--- config.mk ---
export PLATFORM = sky130hd
export DESIGN_NAME = branch_resolve_stage
export DESIGN_NICKNAME = d
export VERILOG_FILES = /design/src/rtl/branch_resolve_stage.sv
export SDC_FILE = /design/constraint.sdc
export NUM_CORES = 1
export LEC_CHECK = 0
export BUFFER_PORTS_ARGS = -buffer_cell sky130_fd_sc_hd__buf_4
export CAP_MARGIN = 15
export CORE_MARGIN = 1.5
export CORE_UTILIZATION = 40
export DETAILED_ROUTE_END_ITERATION = 7
export PLACE_DENSITY = 0.68
export SETUP_SLACK_MARGIN = 0.1
export SLEW_MARGIN = 40
export SYNTH_ARGS = -nofsm -noshare
export SYNTH_HDL_FRONTEND = slang
export SYNTH_SLANG_ARGS = --single-unit
--- constraint.sdc ---
create_clock -name clk -period 2.15 [get_ports clk]
set_input_delay 0.1075 -clock clk [delete_from_list [all_inputs] [get_ports clk]]
set_output_delay 0.1075 -clock clk [all_outputs]
set_load 0.01 [all_outputs]
--- src/rtl/branch_resolve_stage.sv ---
// -----------------------------------------------------------------------------
// branch_resolve_stage
//
// Sits directly behind the ALU comparator. For every accepted instruction it
// makes the register writeback decision (ALU, conditional move, link), resolves
// branches and jumps, and sequences the architectural delay slot before issuing
// a single-cycle PC redirect to fetch. It also keeps saturating statistics of
// branches seen and branches taken.
//
// Parameters
//   RESET_PC  value driven on redirect_pc out of reset
//   CNT_W     width of the saturating statistics counters
//
// Ports
//   clk, reset_n        rising-edge clock, asynchronous active-low reset
//   in_valid, in_ready  upstream handshake; in_ready depends on state only
//   op                  class: 0 ALU, 1 branch, 2 branch-and-link,
//                       3 conditional move, 4 jump, 5-7 behave as ALU
//   cond_flag           comparator flag, only bit 0 is used
//   result, rd          writeback data and destination register
//   pc, offset          instruction address and branch word offset
//   wb_en/addr/data     registered register-file write, one cycle per accept
//   redirect_valid/pc   registered one-cycle fetch redirect
//   branch_cnt          branches/jumps accepted outside a delay slot
//   taken_cnt           those of them that were taken
// -----------------------------------------------------------------------------
module branch_resolve_stage #(
    parameter logic [31:0] RESET_PC = 32'h0000_0000,
    parameter int          CNT_W    = 16
) (
    input  logic             clk,
    input  logic             reset_n,
    input  logic             in_valid,
    output logic             in_ready,
    input  logic [2:0]       op,
    input  logic [3:0]       cond_flag,
    input  logic [31:0]      result,
    input  logic [4:0]       rd,
    input  logic [31:0]      pc,
    input  logic [15:0]      offset,
    output logic             wb_en,
    output logic [4:0]       wb_addr,
    output logic [31:0]      wb_data,
    output logic             redirect_valid,
    output logic [31:0]      redirect_pc,
    output logic [CNT_W-1:0] branch_cnt,
    output logic [CNT_W-1:0] taken_cnt
);

    // SLOT_WB is the cycle in which the delay slot's writeback is presented;
    // the redirect follows it so that fetch never sees the redirect before the
    // slot has retired.
    typedef enum logic [1:0] {
        S_IDLE,
        S_SLOT,
        S_SLOT_WB,
        S_REDIR
    } state_t;

    localparam logic [CNT_W-1:0] CNT_ONE = {{(CNT_W-1){1'b0}}, 1'b1};
    localparam logic [CNT_W-1:0] CNT_MAX = {CNT_W{1'b1}};

    state_t      state, state_next;
    logic [31:0] pending_pc;

    logic        accept;
    logic        is_branch, is_link, is_cmov, is_jump, is_transfer, is_taken;
    logic        count_transfer;
    logic [31:0] target;

    logic        sel_en;
    logic [4:0]  sel_addr;
    logic [31:0] sel_data;

    assign in_ready = (state == S_IDLE) || (state == S_SLOT);
    assign accept   = in_valid && in_ready;

    // Decode; classes 5-7 fall through to the ALU writeback path.
    assign is_branch   = (op == 3'd1) || (op == 3'd2);
    assign is_link     = (op == 3'd2);
    assign is_cmov     = (op == 3'd3);
    assign is_jump     = (op == 3'd4);
    assign is_transfer = is_branch || is_jump;
    assign is_taken    = is_jump || (is_branch && cond_flag[0]);

    // Wraps silently modulo 2^32.
    assign target = pc + 32'd4 + {{14{offset[15]}}, offset, 2'b00};

    // Only transfers accepted in IDLE are real; one sitting in a delay slot
    // neither redirects nor counts.
    assign count_transfer = accept && is_transfer && (state == S_IDLE);

    // Writeback selection.
    always_comb begin
        // NOTE: every signal assigned here gets a default first, so no path
        // leaves it unassigned and no latch is inferred.
        sel_en   = 1'b0;
        sel_addr = rd;
        sel_data = result;
        if (is_link) begin
            sel_en   = 1'b1;
            sel_addr = 5'd31;
            sel_data = pc + 32'd8;
        end else if (is_cmov) begin
            sel_en   = cond_flag[0];
        end else if (!is_transfer) begin
            sel_en   = 1'b1;
        end
        // Register 0 is hard-wired; never write it.
        if (sel_addr == 5'd0) begin
            sel_en = 1'b0;
        end
    end

    // Next-state logic.
    always_comb begin
        state_next = state;
        unique case (state)
            S_IDLE:    if (accept && is_taken) state_next = S_SLOT;
            S_SLOT:    if (accept)             state_next = S_SLOT_WB;
            S_SLOT_WB:                         state_next = S_REDIR;
            S_REDIR:                           state_next = S_IDLE;
            default:                           state_next = S_IDLE;
        endcase
    end

    // NOTE: all state below uses non-blocking assignments so every register
    // samples the pre-edge values, independent of statement order.
    always_ff @(posedge clk or negedge reset_n) begin
        if (!reset_n) begin
            state <= S_IDLE;
        end else begin
            state <= state_next;
        end
    end

    // Pending target is captured only for a taken transfer outside a slot.
    always_ff @(posedge clk or negedge reset_n) begin
        if (!reset_n) begin
            pending_pc <= 32'd0;
        end else if (count_transfer && is_taken) begin
            pending_pc <= target;
        end
    end

    // Writeback outputs: strobe lasts one cycle, address/data follow accepts.
    always_ff @(posedge clk or negedge reset_n) begin
        if (!reset_n) begin
            wb_en   <= 1'b0;
            wb_addr <= 5'd0;
            wb_data <= 32'd0;
        end else begin
            wb_en <= accept && sel_en;
            if (accept) begin
                wb_addr <= sel_addr;
                wb_data <= sel_data;
            end
        end
    end

    // Redirect outputs: redirect_pc holds its value outside the redirect cycle.
    always_ff @(posedge clk or negedge reset_n) begin
        if (!reset_n) begin
            redirect_valid <= 1'b0;
            redirect_pc    <= RESET_PC;
        end else begin
            redirect_valid <= (state_next == S_REDIR);
            if (state_next == S_REDIR) begin
                redirect_pc <= pending_pc;
            end
        end
    end

    // Saturating statistics counters.
    always_ff @(posedge clk or negedge reset_n) begin
        if (!reset_n) begin
            branch_cnt <= '0;
            taken_cnt  <= '0;
        end else if (count_transfer) begin
            if (branch_cnt != CNT_MAX) begin
                branch_cnt <= branch_cnt + CNT_ONE;
            end
            if (is_taken && (taken_cnt != CNT_MAX)) begin
                taken_cnt <= taken_cnt + CNT_ONE;
            end
        end
    end

endmodule

==> impl_metrics.yaml <==
outcome:
  outcome: "complete, no violations"
setup_path:
  crit_required_ps: 2460
  path_class: "primary input to register"
  r2r-end: "branch_cnt[15]"
  start_kind: "primary input"
  arrival_ps: 2400
  r2r_setup_slack_ps: 200
  cp_max_fo: 5
  r2r-start: "branch_cnt[8]"
  reg2reg_depth: 8
  cp-end-kind: "register"
clocking:
  clock_sinks: 137
  clock_latency_ps: 430
  numCtsBuffers: 17
  cts.clk_slew.worst_paths_ps: 60
  cts_tree: "yes"
  root_buffer: "clkbuf_16"
  clockBufferDepth: 2
  cts_max_level: 4
synth:
  yosys.area.top_type: "dfrtp_1"
  postSynth.asyncResetShare: 1.00
  synthCells: 837
  synth_area_leaders: "dfrtp_1, ha_1, nand2_1"
  yosys_register_bits: 137
  syn-num-nets: 993
  syn_area_per_cell_um2: 9.54
  yosysUniqueCellTypes: 55
  synthFlopType: "dfrtp_1"
  synth_edf_count: 0
  ys_warn_count: 0
  ys_seq_area_frac: 0.430
  netlist.area_leader.share: 0.430
  netlist_area_um2: 7980
layout:
  nets: 1330
  final_core_util: 0.617
  antennaDiodeCount: 0
  area_growth_pct: 51.0
  final_cell_area_um2: 12100
  drive_gt1_frac: 0.373
timing:
  slew_viol_final: 0
  tightest_slew_ps: 481
  slew_headroom: 0.679
  timing.fmax_mhz: 479
  clock_skew_ps: 10.1
  rsz0062_at_grt: "true"
  post-route-period-util: 0.972
  holdWs_ps: 12.3
  worst_slack_ps: 60.2
  setup_violations: 0
  hold_viol_final: 0
  min_period_ps: 2090
power:
  clockPowerShare: 0.255
  max-vdd-ir-drop_v: 0.000510
  sw_frac_of_total: 0.339
  p_per_area_nw_per_um2: 933
  p_int_w: 0.00743
  power.switching_w: 0.00381
  seq_power_share: 0.367
  leakagePower_nw: 5.70
  p_comb_frac: 0.379
detailed_routing:
  ant_nets: 0
  drt-pass1-iter-count: 5
  wl_per_cell_um: 16.2
  drt-initial-drc-count: 383
  viasPerCell: 5.13
  drt_wl_total_um: 23500
  route.vias.total: 7445
  route.detailed.drc: 0
hold_path:
  hp-start: "result[28]"
  hp-class: "primary input to register"
  hold_path_depth: 3
  holdPathEnd: "wb_data[28]"
grt:
  grt_usage: 0.228
  grt_overflow: 0
  grt_pass1_wl_um: 37100
  grt_max_degree: 52
  grt_pass1_vias: 7287
  antenna_found_initial: 0
die:
  die_y_um: 144
  io_pins: 199
  die_area_um2: 20800
  dieWidth_um: 144
  rows: 51
  start_util: 0.409
  core_um2: 19500
place:
  hpwl_um: 17700
  place.gp.congestion: 0.896
  io_buffers: 195
  pre_cts_slack_ps: -389
  dpl-instance-area_um2: 11000
job:
  maxCapViolCount: 0
==> routing by layer <==
layer	global-route usage	vias up	share of wire	routed length [um]
met5	0	-	0	0
met4	0.0813	0	0.026	604
met3	0.0513	41	0.051	1190
met2	0.365	192	0.46	10900
met1	0.302	3546	0.46	10800
li1	-	3666	-	-
==> power groups by stage <==
stage | Combinational (W) | Clock [W] | Sequential [W]
floorplan | 0.00189 | 0 | 0.00431
global placement | 0.00407 | 0 | 0.00411
detailed placement | 0.00416 | 0 | 0.00415
CTS | 0.00425 | 0.00293 | 0.00412
global route | 0.00469 | 0.00305 | 0.00424
finish | 0.00426 | 0.00286 | 0.00412
==> what timing repair did <==
| item | 4_1_cts | 5_1_grt |
|---|---|---|
| buffers inserted | 1 | 4 |
| endpoints found under the hold margin | 78 | 0 |
| resized for setup | 5 | 26 |
| pin swaps | 0 | 10 |
| endpoints found under the setup margin | 15 | 38 |
| hold buffers | 32 | 0 |
==> area by class of cell <==
class / count / area (um2)
tap: 265 / 332
fill: 1638 / 7470
clock inverter: 13 / 130
inverter: 15 / 63.8
timing repair buffer: 346 / 2740
sequential: 137 / 3430
multi-input combinational: 657 / 4910
clock buffer: 19 / 443
==> flip-flops by register name, indices dropped and copies added (netlist names) <==
name,flops
redirect_valid,1
wb_addr,5
wb_en,1
redirect_pc,32
state,2
branch_cnt,16
taken_cnt,16
pending_pc,32
wb_data,32
==> how the worst max path moves through the flow <==
stage / slack (ps) / start / to
finish: 60 / offset[1] / pending_pc[29]
global route: -40 / offset[1] / pending_pc[29]
CTS: 70 / pc[2] / pending_pc[29]
detailed placement: -390 / pc[2] / pending_pc[29]
global placement: -380 / pc[2] / pending_pc[29]
floorplan: -30 / offset[1] / pending_pc[29]
==> cell families after synthesis <==
| group | count (synthesis) | synth area share |
|---|---|---|
| compound gates | 190 | 0.147 |
| xor+xnor | 73 | 0.0801 |
| fa+ha+maj | 61 | 0.0966 |
| buf+inv | 43 | 0.0208 |
| flops | 137 | 0.430 |
| mux | 39 | 0.0542 |
| simple gates | 294 | 0.172 |
==> synthesized netlist by cell type, types with 20 or more instances <==
cell type	count
a21o_1	21
nor2_1	61
clkbuf_1	21
ha_1	60
xor2_1	27
dfrtp_1	137
nand3_1	27
a21oi_1	51
nand2_1	124
mux2_2	34
xnor2_1	46
o21ai_0	71
nand4_1	20
==> worst max-delay path: stages <==
cell and delay [ps]:
buf_6 100, ha_4 230, ha_4 160, fa_2 380, a211oi_4 250, o211a_1 220
o32a_1 230, a31oi_4 150, o41ai_2 340, or4_1 160, nand3_1 60
==> stage by stage <==
stage / setup TNS, ps / cells / power [W]
floorplan: -36.1 / 837 / 0.00620
global placement: -3930 / 1383 / 0.00818
detailed placement: -4490 / 1383 / 0.00831
CTS: 0 / 1448 / 0.0113
global route: -43.7 / 1452 / 0.0120
finish: 0 / 1452 / 0.0112
==> cell usage in the layout, fill, tap and decap left out, types with 4 or more instances in the layout <==
cell type,n
and3_1,13
a31oi_1,9
o31ai_1,5
a211o_1,4
and2_1,4
dfrtp_1,137
inv_6,6
mux2_2,34
nor2_1,60
mux2i_1,5
dlygate4sd3_1,32
and4_4,4
xor2_1,27
nor4_1,4
nand2_1,124
and4_1,6
and3_4,4
xnor2_1,45
nand3_1,26
ha_1,28
a21oi_1,48
nor3_1,5
a21o_1,21
buf_6,5
o21ai_0,67
inv_1,12
ha_4,32
o21ai_1,4
clkbuf_16,17
buf_4,305
or3_1,6
nand4_1,20
(Power assumes the default switching activity.)
